File: config.mk
export PLATFORM = sky130hd
export DESIGN_NAME = crt_loader
export DESIGN_NICKNAME = d
export VERILOG_FILES = /design/src/rtl/crt_loader.sv
export SDC_FILE = /design/constraint.sdc
export NUM_CORES = 1
export LEC_CHECK = 0
export BUFFER_PORTS_ARGS = -buffer_cell sky130_fd_sc_hd__buf_2
export CELL_PAD_IN_SITES_DETAIL_PLACEMENT = 1
export CELL_PAD_IN_SITES_GLOBAL_PLACEMENT = 2
export CORE_MARGIN = 1.5
export CORE_UTILIZATION = 34
export CTS_CLUSTER_DIAMETER = 120
export DETAILED_ROUTE_END_ITERATION = 8
export PLACE_DENSITY = 0.77
export SLEW_MARGIN = 30
export SYNTH_ARGS = -nofsm -noshare
export SYNTH_HDL_FRONTEND = slang
export SYNTH_SLANG_ARGS = --single-unit
File: constraint.sdc
create_clock -name clk32 -period 10.8 [get_ports clk32]
set_clock_uncertainty 0.1 [all_clocks]
set_input_delay 0.54 -clock clk32 [delete_from_list [all_inputs] [get_ports clk32]]
set_output_delay 0.54 -clock clk32 [all_outputs]
set_load 0.02 [all_outputs]
File: src/rtl/crt_loader.sv
// Streams a .CRT cartridge image: validates the header, publishes per-CHIP bank descriptors
// and writes CHIP payloads to SDRAM at 8K-aligned offsets from DATA_BASE.
module crt_loader #(
  parameter logic [24:0] DATA_BASE = 25'h0100000,
  parameter logic [24:0] MAX_SPAN  = 25'h0100000
) (
  input  logic        clk32,
  input  logic        reset,
  input  logic        dl_active,
  input  logic        dl_wr,
  input  logic [7:0]  dl_data,
  output logic        cart_loading,
  output logic        cart_attached,
  output logic [15:0] cart_id,
  output logic [7:0]  cart_exrom,
  output logic [7:0]  cart_game,
  output logic [15:0] cart_bank_num,
  output logic [7:0]  cart_bank_type,
  output logic [15:0] cart_bank_laddr,
  output logic [15:0] cart_bank_size,
  output logic [24:0] cart_bank_raddr,
  output logic        cart_bank_wr,
  output logic [24:0] mem_addr,
  output logic [7:0]  mem_data,
  output logic        mem_wr,
  output logic [7:0]  bank_count,
  output logic        error
);

  typedef enum logic [2:0] {IDLE, SIG, HDR, SKIP, CHIP, DATA, DONE, ERR} state_t;

  localparam logic [127:0] SIG_STR  = "C64 CARTRIDGE   ";
  localparam logic [31:0]  CHIP_STR = "CHIP";

  state_t      state, ns, nb;
  logic        act_q, rise, fall;
  logic [31:0] idx, header_len, pkt_len, remaining;
  logic [3:0]  cidx, cidx_nxt;
  logic [24:0] offset, offset_al;
  logic [7:0]  b_type, size_hi, sig_byte, chip_byte;
  logic [15:0] b_num, b_laddr;
  logic        wr_mem, desc;

  assign rise = dl_active & ~act_q;
  assign fall = ~dl_active & act_q;

  always_ff @(posedge clk32 or posedge reset) begin
    if (reset) state <= IDLE;
    else       state <= ns;
  end

  always_comb begin
    nb        = state;
    wr_mem    = 1'b0;
    desc      = 1'b0;
    cidx_nxt  = cidx;
    sig_byte  = SIG_STR[{~idx[3:0], 3'b000} +: 8];
    chip_byte = CHIP_STR[{~cidx[1:0], 3'b000} +: 8];
    offset_al = (offset + 25'h1FFF) & ~25'h1FFF;
    if (dl_wr) begin
      case (state)
        SIG: begin
          if (dl_data != sig_byte)  nb = ERR;
          else if (idx[3:0] == 4'hF) nb = HDR;
        end
        HDR: begin
          if (idx[3:0] == 4'hF) begin
            if (header_len < 32'h20)       nb = ERR;
            else if (header_len == 32'h20) nb = CHIP;
            else                           nb = SKIP;
          end
        end
        SKIP: if (idx == header_len - 32'd1) nb = CHIP;
        CHIP: begin
          cidx_nxt = cidx + 4'd1;
          if (cidx < 4'd4 && dl_data != chip_byte) nb = ERR;
          else if (cidx == 4'hF) begin
            if (pkt_len < 32'd16) nb = ERR;
            else begin
              desc = 1'b1;
              nb   = (pkt_len == 32'd16) ? CHIP : DATA;
            end
          end
        end
        DATA: begin
          // A byte that would land at MAX_SPAN is dropped, never written.
          if (offset == MAX_SPAN) nb = ERR;
          else begin
            wr_mem = 1'b1;
            if (remaining == 32'd1) nb = CHIP;
          end
        end
        default: ;
      endcase
    end
    ns = nb;
    // The byte arriving with the falling edge is folded in before termination is judged.
    if (rise)                                             ns = SIG;
    else if (state == DONE || (state == ERR && !dl_active)) ns = IDLE;
    else if (fall && state != IDLE)
      ns = (nb == CHIP && cidx_nxt == 4'd0) ? DONE : ERR;
  end

  always_ff @(posedge clk32 or posedge reset) begin
    if (reset) begin
      act_q <= 1'b0;  idx <= '0;  cidx <= '0;  header_len <= '0;  pkt_len <= '0;
      remaining <= '0;  offset <= '0;  b_type <= '0;  size_hi <= '0;  b_num <= '0;
      b_laddr <= '0;  cart_loading <= 1'b0;  cart_attached <= 1'b0;  cart_id <= '0;
      cart_exrom <= '0;  cart_game <= '0;  cart_bank_num <= '0;  cart_bank_type <= '0;
      cart_bank_laddr <= '0;  cart_bank_size <= '0;  cart_bank_raddr <= '0;
      cart_bank_wr <= 1'b0;  mem_addr <= '0;  mem_data <= '0;  mem_wr <= 1'b0;
      bank_count <= '0;  error <= 1'b0;
    end else begin
      act_q        <= dl_active;
      mem_wr       <= 1'b0;
      cart_bank_wr <= 1'b0;
      if (rise) begin
        cart_attached <= 1'b0;
        error         <= 1'b0;
        bank_count    <= '0;
        offset        <= '0;
        idx           <= '0;
        cidx          <= '0;
        cart_loading  <= 1'b1;
      end else begin
        if (dl_wr && (state == SIG || state == HDR || state == SKIP)) idx <= idx + 32'd1;
        if (dl_wr && state == HDR) begin
          case (idx[3:0])
            4'h0, 4'h1, 4'h2, 4'h3: header_len <= {header_len[23:0], dl_data};
            4'h6:    cart_id[15:8] <= dl_data;
            4'h7:    cart_id[7:0]  <= dl_data;
            4'h8:    cart_exrom    <= dl_data;
            4'h9:    cart_game     <= dl_data;
            default: ;
          endcase
        end
        if (dl_wr && state == CHIP) begin
          cidx <= cidx_nxt;
          case (cidx)
            4'h4, 4'h5, 4'h6, 4'h7: pkt_len <= {pkt_len[23:0], dl_data};
            4'h9:    b_type        <= dl_data;
            4'hA:    b_num[15:8]   <= dl_data;
            4'hB:    b_num[7:0]    <= dl_data;
            4'hC:    b_laddr[15:8] <= dl_data;
            4'hD:    b_laddr[7:0]  <= dl_data;
            4'hE:    size_hi       <= dl_data;
            default: ;
          endcase
        end
        if (desc) begin
          cart_bank_num   <= b_num;
          cart_bank_type  <= b_type;
          cart_bank_laddr <= b_laddr;
          cart_bank_size  <= {size_hi, dl_data};
          cart_bank_raddr <= DATA_BASE + offset_al;
          cart_bank_wr    <= 1'b1;
          offset          <= offset_al;
          remaining       <= pkt_len - 32'd16;
          if (bank_count != 8'hFF) bank_count <= bank_count + 8'd1;
        end
        if (wr_mem) begin
          mem_wr    <= 1'b1;
          mem_addr  <= DATA_BASE + offset;
          mem_data  <= dl_data;
          offset    <= offset + 25'd1;
          remaining <= remaining - 32'd1;
        end
        if (ns == ERR) begin
          error         <= 1'b1;
          cart_loading  <= 1'b0;
          cart_attached <= 1'b0;
        end
        if (ns == DONE) begin
          cart_loading  <= 1'b0;
          cart_attached <= (bank_count != 8'd0) || desc;
        end
      end
    end
  end

endmodule

# Word-level counts from Yosys, hierarchy flattened
# Index checks and enable logic that the tools add are counted.
classes:
  n_lt_le_gt_ge: 3
  bitwise_logic: 7
  eq_ne: 37
  n_shift: 2
  addsub: 10
  muxes: 51
  n_reduce_logical: 42
op_table:
  columns: ["op", "count"]
  rows:
  - ["$mux 32", 4]
  - ["$shiftx 128x8->8 const A", 1]
  - ["$mux 25", 3]
  - ["$sub 32x1->32 const B", 2]
  - ["$add 21x25->25 const A", 2]
  - ["$mux 3", 14]
  - ["$eq 4x4->1 const B", 10]
  - ["$reduce_and 3->1", 12]
  - ["$add 32x1->32 const B", 1]
  - ["$eq 32x1->1 const B", 1]
  - ["$eq 32x32->1", 1]
  - ["$eq 32x5->1 const B", 1]
  - ["$eq 32x6->1 const B", 1]
  - ["$lt 32x5->1 const B", 1]
  - ["$lt 32x6->1 const B", 1]
  - ["$shiftx 32x6->8 const A", 1]
  - ["$sub 32x5->32 const B", 1]
  - ["$add 25x1->25 const B", 1]
  - ["$add 25x13->25 const B", 1]
  - ["$eq 25x21->1 const B", 1]
  - ["$eq 4x3->1 const B", 6]
  - ["$mux 8", 3]
  - ["$eq 3x3->1 const B", 7]
  - ["$mux 1", 21]
  - ["25 further kinds", 55]
totals:
  in_bits: 12
  register_bits: 368
  word_cells: 183
  out_inout_bits: 159

# Depth between registers and ports, before layout
# Gate-level depths: netlist of run 1.
depth:
  word_depth: 17
  mapped_depth: 13
  mapped_depth_nobuf: 12

# Worst setup path after synthesis of run 1
# No wires, ideal clock.
synth_timing:
  kind: "reg-to-reg"
  startpoint: "reg header_len[21]"
  endpoint: "reg cart_attached"
  arrival_time_ns: 3.225
  n_path_buf: 1
  setup_slack_ns: 7.353
  synth_period_minus_slack_ns: 3.447
  required_ns: 10.578
  setup_ns: 0.122
  stages_incl_launch_ff: 12
  path_cell_list: "dfrtp_1 buf_6 or3_4 or4_1 a2111o_1 nand2_1 and4_1 or4b_1 nor4_2 a211o_2 o21ai_2 a32o_1"
synth_via:
  elab_chain_len: 15
  elab_cells_between_ends: 21
  cone_classes: "add/sub: 1; order compare: 1; eq/ne: 5; mux: 12; reduce/logical: 2"
synth_rtl:
  columns: ["element", "line", "rtl"]
  rows:
  - ["start: declaration", "37", "logic [31:0] idx, header_len, pkt_len, remaining;"]
  - ["start signal: assignment", "129", "4'h0, 4'h1, 4'h2, 4'h3: header_len <= {header_len[23:0], dl_data};"]
  - ["parallel branches: the longest is 4 deep, another holds $sub 32x1->32", null, null]
  - ["$pmux 3 s5 *", "61", "case (state)"]
  - ["$mux 3 *", "60", "if (dl_wr) begin"]
  - ["$eq 3x3->1", "101", "ns = (nb == CHIP && cidx_nxt == 4'd0) ? DONE : ERR;"]
  - ["$logic_and 1x1->1", "101", null]
  - ["$mux 1", "101", null]
  - ["$mux 3 *", "100", "else if (fall && state != IDLE)"]
  - ["$mux 3 *", "99", "else if (state == DONE || (state == ERR && !dl_active)) ns = IDLE;"]
  - ["$mux 3 *", "98", "if (rise) ns = SIG;"]
  - ["$eq 3x3->1", "173", "if (ns == DONE) begin"]
  - ["$mux 1", "173", null]
  - ["$mux 1", "117", "if (rise) begin"]
  - ["end signal: assignment", "175", "cart_attached <= (bank_count != 8'd0) || desc;"]
  - ["end: declaration", "13", "output logic cart_attached,"]
# Every way passes the cells marked *.
# A chain may end at the register's enable or synchronous reset.

# Worst setup path after layout of run 1
layout_timing:
  startpoint: "reg pkt_len[12]"
  endpoint: "reg offset[20]"
layout_via:
  elab_chain_len: 7
layout_rtl:
  columns: ["element", "line", "rtl"]
  rows:
  - ["start: declaration", "37", null]
  - ["start signal: assignment", "140", "4'h4, 4'h5, 4'h6, 4'h7: pkt_len <= {pkt_len[23:0], dl_data};"]
  - ["$lt 32x5->1", "78", "if (pkt_len < 32'd16) nb = ERR;"]
  - ["$mux 1", "78", null]
  - ["$mux 1", "77", "else if (cidx == 4'hF) begin"]
  - ["$mux 1", "76", "if (cidx < 4'd4 && dl_data != chip_byte) nb = ERR;"]
  - ["$mux 1", "61", null]
  - ["$mux 1", "60", null]
  - ["$reduce_bool 3->1 (no source line)", null, null]
  - ["end signal: assignment", "157", "offset <= offset_al;"]
  - ["end signal: assignment", "165", "offset <= offset + 25'd1;"]
  - ["end: declaration", "39", "logic [24:0] offset, offset_al;"]
# Every way passes these cells.

==> results of run 1 <==
## layout make-up
| type | count | area (sq um) | area share |
|---|---|---|---|
| Antenna cell | 1 | 2.50 | 0.000121 |
| Clock inverter | 14 | 176 | 0.00855 |
| Sequential cell | 355 | 8880 | 0.431 |
| Clock buffer | 61 | 1280 | 0.0619 |
| Multi-Input combinational cell | 1415 | 8380 | 0.406 |
| Inverter | 29 | 116 | 0.00564 |
| Timing Repair Buffer | 174 | 950 | 0.0460 |
| Tap cell | 680 | 851 | 0.0412 |
## flip-flops by register name, indices dropped and copies added (netlist names), 25 cells and up
register	count
pkt_len	32
idx	32
remaining	32
offset	25
header_len	32
mem_addr	25
## worst max-delay path, cell delays in order (launching register included)
cell and delay, ns:
dfrtp_1 0.42, or4_1 0.60, nor3_1 0.42, nand3_1 0.28, o21ai_0 0.43, or2_2 0.60, buf_4 0.62, inv_2 0.04
buf_4 0.33, nor2_2 0.17, buf_4 0.35, nor2_1 0.10, o21ai_0 0.18, o21ai_0 0.11
## report_power, final
group / total, W / switching (W) / leakage [nW] / internal, W
Combinational: 0.00103 / 0.000649 / 4.41 / 0.000386
Sequential: 0.00164 / 0.000194 / 4.86 / 0.00145
Clock: 0.00150 / 0.000586 / 0.720 / 0.000914
Total: 0.00418 / 0.00143 / 9.99 / 0.00275
## per-layer routing
metal  part of all wire  wire (microns)  GRT usage
met1               0.49           25800      0.282
met2               0.46           24300      0.316
met3              0.033            1760     0.0278
met4              0.017             909     0.0442
met5                  0               0          0
## kinds of logic after synthesis
logic type,share of synthesized area
buf+inv,0.0358
other cells,0.000210
compound gates,0.105
fa+ha+maj,0.0140
flops,0.499
xor+xnor,0.0605
simple gates,0.215
mux,0.0706
## per-stage QoR
step | setup slack (ns) | power [W] | area (sq um) | util | std cells
floorplan | 0.311 | 0.00237 | 17900 | - | 1925
global placement | 6.07 | 0.00266 | 19100 | 0.372 | 2652
detailed placement | 5.91 | 0.00269 | 19100 | 0.372 | 2652
CTS | 5.82 | 0.00422 | 20600 | 0.400 | 2727
global route | 5.34 | 0.00441 | 20600 | 0.401 | 2728
finish | 5.87 | 0.00418 | 20600 | 0.401 | 2729
## path summary, 6_finish.rpt
| kind | from | end | slack [ns] | cells past startpoint |
|---|---|---|---|---|
| min in group clk32 | dl_active | act_q | 0.04 | 1 |
| setup reg to reg | pkt_len[12] | offset[20] | 5.87 | 13 |
| hold / removal | reset | cart_id[3] | -0.02 | 2 |
| setup / recovery | pkt_len[12] | offset[20] | 5.87 | 13 |
| max in group asynchronous | reset | offset[1] | 8.96 | 4 |
| hold reg to reg | b_laddr[11] | cart_bank_laddr[11] | 0.36 | 2 |
## placed cells by master, fill, tap and decap left out, types with 27 or more instances in the layout
cell / count
mux2_2: 107
nand2_1: 405
nor3_1: 45
xnor2_1: 61
clkbuf_16: 45
o21ai_0: 142
nor4_1: 33
nand4_1: 31
a21oi_1: 62
buf_2: 157
nor2_1: 154
inv_1: 27
xor2_1: 62
dfrtp_1: 355
nand3_1: 47
==> flow_summary.json, run 1 <==
{
  "status": "finished with violations",
  "violations": "negative hold slack",
  "drive_above_1_share": 0.184,
  "ctsHoldBuffers": 0,
  "cts_tree": "done",
  "slew_violations": 0,
  "postRouteWirelength_microns": 52800,
  "ys_warn_count": 0,
  "cts_buffer_depth": 3,
  "rsz0062_at_grt": "false",
  "filler_cell_count": 5979,
  "ant_nets": 0,
  "clkSinkCount": 355,
  "grt_max_degree": 172,
  "cts-htree-levels": 2,
  "remaining_drc_errors": 0,
  "dpl.hpwl_microns": 36000,
  "maxSlewHeadroom": 0.404,
  "p_leak_nw": 9.99,
  "io_buffers": 157,
  "fp.dieH_microns": 232,
  "fp.dieW_microns": 232,
  "synth_cells": 1913,
  "fin_nets": 2050,
  "drt-pass1-iter-count": 4,
  "synth-seq-area-share": 0.499,
  "finalCritPeriodShare": 0.457,
  "maxCapViolations": 0,
  "gp_congestion": 0.855,
  "synth-main-ff-cell": "dfrtp_1",
  "synth_cell_types": 71,
  "path_class": "flop to flop",
  "min_period_ns": 4.93,
  "end_kind": "flop",
  "synth-edff-count": 0,
  "post-cts-setup-buffers": 0,
  "path_max_fanout": 59,
  "peakVddDrop_v": 0.000107,
  "synth.ff_latch_count": 355,
  "grt_pass1_vias": 14800,
  "synth_area_per_cell_sq_um": 9.31,
  "netlist_area_sq_um": 17800,
  "clkLatencyLatePin_ns": 0.57,
  "grt_pass1_wl_microns": 84300,
  "synth_area_leader_cell": "dfrtp_1",
  "crit_required_ns": 11.13,
  "setup_tns_ns": 0,
  "cts-root-buf": "clkbuf_16",
  "avgRoutedWirePerCell_microns": 19.4,
  "arrival_ns": 5.26,
  "hold_viol_final": 3,
  "holdWs_ns": -0.0175,
  "start_util": 0.346,
  "coreArea_sq_um": 51500,
  "area_growth_pct": 15.8,
  "async_flop_share": 1.00,
  "p_per_area_nw_per_um2": 203,
  "tightest_slew_ns": 0.891,
  "antenna_found_initial": 1,
  "synth_top_area_share": 0.499,
  "synth_area_leaders": "dfrtp_1 50%, nand2_1 8.6%, mux2_2 6.8%",
  "clock.fmax_mhz": 203,
  "cts_buffers": 43,
  "clk_pin_slew_ns": 0.06,
  "vias_per_cell": 5.26,
  "synth_common_cells": "407 x nand2_1, 355 x dfrtp_1, 155 x nor2_1, 142 x o21ai_0, 108 x clkbuf_1",
  "setup_viol": 0,
  "hold_path_class": "input pin to asynchronous set/reset pin",
  "grt_overflow": 0,
  "vias": 14400,
  "ios": 171,
  "rows": 83,
  "cts-resized-gates": 0,
  "drt_iter0_markers": 857,
  "grtUsageTotal": 0.197,
  "yosysMostFrequentCell": "nand2_1",
  "dieArea_sq_um": 53800,
  "start_kind": "flop"
}
Note: power is estimated with default switching activity, not from simulation.
==> run 2: changes to the inputs <==
--- a/config.mk
+++ b/config.mk
@@ -5,14 +5,15 @@
 export SDC_FILE = /design/constraint.sdc
 export NUM_CORES = 1
 export LEC_CHECK = 0
+export ABC_AREA = 1
 export BUFFER_PORTS_ARGS = -buffer_cell sky130_fd_sc_hd__buf_2
 export CELL_PAD_IN_SITES_DETAIL_PLACEMENT = 1
 export CELL_PAD_IN_SITES_GLOBAL_PLACEMENT = 2
 export CORE_MARGIN = 1.5
-export CORE_UTILIZATION = 34
+export CORE_UTILIZATION = 32
 export CTS_CLUSTER_DIAMETER = 120
 export DETAILED_ROUTE_END_ITERATION = 8
-export PLACE_DENSITY = 0.77
+export PLACE_DENSITY = 0.78
 export SLEW_MARGIN = 30
 export SYNTH_ARGS = -nofsm -noshare
 export SYNTH_HDL_FRONTEND = slang
==> constraint.sdc (replaced) <==
create_clock -name clk32 -period 4.2 [get_ports clk32]
set_clock_uncertainty 0.1 [all_clocks]
set_input_delay 0.21 -clock clk32 [delete_from_list [all_inputs] [get_ports clk32]]
set_output_delay 0.21 -clock clk32 [all_outputs]
set_load 0.02 [all_outputs]
==> run 2 against run 1 <==
  * The run now ends clean
  * Highest routed layer unchanged
  * Global-route usage up 0.32 points
  * Critical path depth down 2
  * Clock power rose to 2.6 times the previous value
  * Synthesized cell count up 26%
==> flow_summary.json, run 2 <==
{
  "status": "completed",
  "final_cell_mix": "692 x nand2_1, 355 x dfrtp_1, 290 x o21ai_0, 239 x nor2_1, 215 x inv_1",
  "drt_iter0_markers": 884,
  "area_growth_pct": 16.4,
  "power_w": 0.0131,
  "place_area_sq_um": 20200,
  "remaining_drc_errors": 0,
  "antenna_found_initial": 2,
  "p_per_area_nw_per_um2": 603,
  "synth_area_leader_cell": "dfrtp_1",
  "ys_warn_count": 0,
  "ios": 171,
  "slew_violations": 0,
  "vias_per_cell": 4.92,
  "post-cts-setup-buffers": 0,
  "grt_pass1_wl_microns": 95900,
  "finalCritPeriodShare": 0.821,
  "mostFrequentLayoutCell": "nand2_1",
  "rows": 88,
  "start_kind": "flop",
  "path_class": "flop to flop",
  "dp_cells": 3267,
  "fin_nets": 2583,
  "setup_viol": 0,
  "peakVddDrop_v": 0.000326,
  "drt-pass1-iter-count": 5,
  "clock.fmax_mhz": 290,
  "io_buffers": 157,
  "cts_buffers": 44,
  "synth_common_cells": "692 x nand2_1, 355 x dfrtp_1, 290 x o21ai_0, 240 x nor2_1, 217 x inv_1",
  "yosysMostFrequentCell": "nand2_1",
  "cts-htree-levels": 2,
  "crit_chain": "inv_1 -> nor2_1 -> nand2_1 -> nor2_1 -> nand2_1 -> nor2_2 -> inv_2 -> nand2_1 -> inv_2 -> o21ai_0 -> nand2_1",
  "ant_nets": 0,
  "rsz0062_at_grt": "false",
  "start_util": 0.323,
  "crit_path_max_incr_delay_ns": 0.50,
  "grt_overflow": 0,
  "dpl.hpwl_microns": 42800,
  "crit_required_ns": 4.56,
  "final_area_sq_um": 21700,
  "path_common_cell": "nand2_1",
  "synth_area_leaders": "dfrtp_1 48%, nand2_1 14%, o21ai_0 7.8%",
  "p_leak_nw": 10.8,
  "filler_cell_count": 7084,
  "crit_slowest_cell": "nand2_1",
  "dieArea_sq_um": 59600,
  "synth_cells": 2412,
  "hold_viol_final": 0,
  "tightest_slew_ns": 0.892,
  "coreArea_sq_um": 57600,
  "hold_path_class": "input pin to flop",
  "cts_buffer_depth": 3,
  "clkLatencyLatePin_ns": 0.58,
  "cts-root-buf": "clkbuf_16",
  "synth-edff-count": 0,
  "min_period_ns": 3.45,
  "vias": 16500,
  "postRouteWirelength_microns": 59500,
  "grt_max_degree": 139,
  "cts_tree": "done",
  "synth_top_area_share": 0.477,
  "arrival_ns": 3.81,
  "synth_cell_types": 51,
  "gp_congestion": 0.826,
  "async_flop_share": 1.00,
  "maxCapViolations": 0,
  "avgRoutedWirePerCell_microns": 17.7,
  "stdcell_count": 3353,
  "holdWs_ns": 0.0291,
  "synth-seq-area-share": 0.477,
  "fp.dieW_microns": 244,
  "clk_pin_slew_ns": 0.06,
  "clkSinkCount": 355,
  "path_max_fanout": 27,
  "end_kind": "flop",
  "drive_above_1_share": 0.122,
  "fp.dieH_microns": 244,
  "grt_pass1_vias": 17200,
  "synth_area_per_cell_sq_um": 7.72,
  "netlist_area_sq_um": 18600,
  "synth.ff_latch_count": 355,
  "maxSlewHeadroom": 0.405,
  "synth-main-ff-cell": "dfrtp_1",
  "grtUsageTotal": 0.201
}
-- run 2: cell types whose count changed after synthesis, sizes merged, moves of 22 or more --
cell and delta:
clkbuf -38, nor2 +113, mux2 -107, inv +196, o21ai +155, or3 -22
xnor2 -42, nand2 +300, nand3 +65
-- run 2: final timing paths --
check                                   start                  to  slack (ns)  cells past startpoint
setup / recovery                     state[2]       remaining[10]        0.75                     11
hold / removal                     dl_data[5]         mem_data[5]        0.03                      3
setup reg to reg                     state[2]       remaining[10]        0.75                     11
hold reg to reg            cart_bank_laddr[1]  cart_bank_laddr[1]        0.36                      2
max in group asynchronous               reset       bank_count[6]        2.30                      5
min in group asynchronous               reset       cart_exrom[3]        0.61                      4
-- run 2: area by class of cell --
type                       count  area [sq um]  area share
multi-input combinational   1746          8500       0.392
inverter                     227           856      0.0395
clock buffer                  65          1280      0.0591
clock inverter                17           206     0.00952
tap                          765           957      0.0442
sequential                   355          8880       0.410
timing repair buffer         177           985      0.0454
antenna                        1          2.50    0.000115
-- run 2: critical path, delay by kind of cell, from the launching register on --
kind	cells	cell delay, ns
simple gates	7	1.62
buf+inv	3	0.85
flops	1	0.49
compound gates	1	0.25
-- run 2: power breakdown --
group          internal (W)  leakage (nW)  switching [W]  total, W
Clock               0.00232         0.734        0.00160   0.00393
Combinational       0.00149          5.21        0.00336   0.00485
Sequential          0.00382          4.84       0.000463   0.00429
-- run 2: routing by layer --
metal	GRT usage	up-vias	part of all wire
met4	0.0586	0	0.025
met5	0	-	0
met2	0.353	178	0.49
met3	0.0250	88	0.027
met1	0.257	8174	0.46
li1	-	8072	-
-- run 2: metrics by stage --
stage	setup WS (ns)	utilization	setup TNS (ns)
2_1_floorplan	-0.866	-	-307.55
3_3_place_gp	0.476	0.350	0
3_5_place_dp	0.375	0.350	0
4_1_cts	0.329	0.376	0
5_1_grt	0.359	0.376	0
6_report	0.750	0.376	0
-- run 2: kinds of logic (layout without fill, tap and decap cells) --
kind of cell               count (synthesis)  count (layout)  share of synthesized area
and+or+nand+nor                         1210            1210                      0.279
AOI/OAI and AO/OA                        411             411                      0.117
DFF                                      355             355                      0.477
buffers and inverters                    323             486                     0.0696
xor gates and xnor gates                  92              92                     0.0433
adders and majority gates                 20              20                     0.0134
other                                      1              14                   0.000201
-- run 2: timing repair --
item | 4_1_cts | 5_1_grt
endpoints found under the hold margin | 332 | 0
setup endpoints to repair | 0 | 3
resized for setup | 0 | 1
hold buffers | 3 | 0
==> run 3: changes to the inputs <==
--- a/config.mk
+++ b/config.mk
@@ -10,10 +10,10 @@
 export CELL_PAD_IN_SITES_DETAIL_PLACEMENT = 1
 export CELL_PAD_IN_SITES_GLOBAL_PLACEMENT = 2
 export CORE_MARGIN = 1.5
-export CORE_UTILIZATION = 32
+export CORE_UTILIZATION = 35
 export CTS_CLUSTER_DIAMETER = 120
 export DETAILED_ROUTE_END_ITERATION = 8
-export PLACE_DENSITY = 0.78
+export PLACE_DENSITY = 0.81
 export SLEW_MARGIN = 30
 export SYNTH_ARGS = -nofsm -noshare
 export SYNTH_HDL_FRONTEND = slang
==> constraint.sdc (replaced) <==
create_clock -name clk32 -period 3.2 [get_ports clk32]
set_clock_uncertainty 0.1 [all_clocks]
set_input_delay 0.16 -clock clk32 [delete_from_list [all_inputs] [get_ports clk32]]
set_output_delay 0.16 -clock clk32 [all_outputs]
set_load 0.02 [all_outputs]
==> run 3 against run 2 <==
  * Sequential share of layout area is 0.40 points lower
  * Critical path depth grew 6
  * Clock power increased by 20%
  * Critical path type unchanged
==> flow_summary.json, run 3 (same netlist as run 2, synthesis figures left out) <==
{
  "status": "completed",
  "wl_met3_microns": 1920,
  "tightest_slew_ns": 0.867,
  "cts_tree": "done",
  "maxCapViolations": 0,
  "ant_nets": 0,
  "met2WireLength_microns": 29200,
  "grt_pass1_vias": 17400,
  "gp_congestion": 0.847,
  "final_cell_mix": "690 x nand2_1, 354 x dfrtp_1, 289 x o21ai_0, 235 x nor2_1, 212 x inv_1",
  "rows": 84,
  "p_leak_nw": 11.0,
  "fp.dieH_microns": 234,
  "pre_cts_slack_ns": 0.0814,
  "finalCritPeriodShare": 0.918,
  "start_kind": "flop",
  "cts_buffer_depth": 3,
  "slew_violations": 0,
  "avgRoutedWirePerCell_microns": 18.1,
  "hold_path_class": "input pin to asynchronous set/reset pin",
  "remaining_drc_errors": 0,
  "postRouteWirelength_microns": 60000,
  "multi_input_area_sq_um": 8590,
  "fin_nets": 2624,
  "vias_per_cell": 5.06,
  "maxSlewHeadroom": 0.421,
  "p_per_area_nw_per_um2": 777,
  "path_class": "flop to flop",
  "peakVddDrop_v": 0.000350,
  "dieArea_sq_um": 54600,
  "antenna_found_initial": 3,
  "filler_cell_count": 6519,
  "cts_buffers": 42,
  "grt_pass1_wl_microns": 96800,
  "dpl.hpwl_microns": 43200,
  "io_buffers": 157,
  "hold_viol_final": 0,
  "arrival_ns": 3.34,
  "clock.fmax_mhz": 340,
  "drive_above_1_share": 0.140,
  "highest_layer": "met5",
  "grt_overflow": 0,
  "wl_met1_microns": 27800,
  "clkSinkCount": 355,
  "min_period_ns": 2.94,
  "fin_ws_ns": 0.263,
  "dp_cells": 3222,
  "power_w": 0.0170,
  "place_area_sq_um": 20300,
  "area_growth_pct": 17.6,
  "cts-htree-levels": 2,
  "path_max_fanout": 9,
  "final_area_sq_um": 21900,
  "rsz0062_at_grt": "true",
  "crit_required_ns": 3.60,
  "vias": 16800,
  "end_kind": "flop",
  "drt_iter0_markers": 819,
  "drt-pass1-iter-count": 5,
  "ios": 171,
  "clk_pin_slew_ns": 0.06,
  "grt_max_degree": 93,
  "coreArea_sq_um": 52600,
  "grtUsageTotal": 0.225,
  "mostFrequentLayoutCell": "nand2_1",
  "seqCellArea_sq_um": 8880,
  "clkLatencyLatePin_ns": 0.57,
  "fp.dieW_microns": 234,
  "stdcell_count": 3313,
  "setup_viol": 0,
  "cts-root-buf": "clkbuf_16",
  "start_util": 0.354
}
## run 3: repair_timing
action,4_1_cts,5_1_grt
gates resized for setup,0,25
hold buffers,3,0
setup endpoints to repair,0,24
endpoints found under the hold margin,24,0
setup buffers,0,11
## run 3: critical path, stage by stage (launching register included)
cell and delay (ns):
dfrtp_1 0.49, nor2_4 0.24, nand2_2 0.11, nor2_4 0.24, inv_1 0.10, nor3_2 0.21
nand3_1 0.15, nand2_1 0.08, nand2_1 0.05, o21ai_0 0.08, nand3_1 0.10, nor2_1 0.15
nand2_1 0.08, a21oi_2 0.19, nand2_1 0.07, nor3_1 0.22, nand3_1 0.11, nand2_1 0.08
## run 3: path summary, 6_finish.rpt
path,slack (ns),cells past startpoint,endpoint,startpoint
min reg2reg,0.37,2,cart_loading,cart_loading
min,0.13,3,b_laddr[7],reset
max,0.26,17,cart_attached,header_len[8]
min in group clk32,0.17,4,header_len[5],dl_data[5]
max reg2reg,0.26,17,cart_attached,header_len[8]
max in group asynchronous,1.89,4,remaining[3],reset
## run 3: layout make-up
class | count | area share
sequential | 355 | 0.406
multi-input combinational | 1746 | 0.393
antenna | 3 | 0.000343
tap | 688 | 0.0393
timing repair buffer | 220 | 0.0618
clock buffer | 65 | 0.0566
inverter | 227 | 0.0391
clock inverter | 9 | 0.00434
## run 3: power by group
part / switching (W) / internal (W)
logic: 0.00454 / 0.00218
clock network: 0.00197 / 0.00274
registers: 0.000551 / 0.00502
## run 3: metrics by stage
| stage | utilization | TNS [ns] | hold WS (ns) |
|---|---|---|---|
| after floorplan | - | -644.80 | 0.0914 |
| after global placement | 0.387 | 0 | 0.170 |
| after detailed placement | 0.387 | 0 | 0.176 |
| after CTS | 0.413 | 0 | 0.109 |
| after global routing | 0.417 | -0.0157 | 0.160 |
| final | 0.417 | 0 | 0.126 |
## run 3: per-layer routing
| layer | up-vias | track usage |
|---|---|---|
| met5 | - | 0 |
| met4 | 2 | 0.0543 |
| met3 | 68 | 0.0341 |
| met2 | 219 | 0.377 |
| met1 | 8330 | 0.303 |
| li1 | 8143 | - |
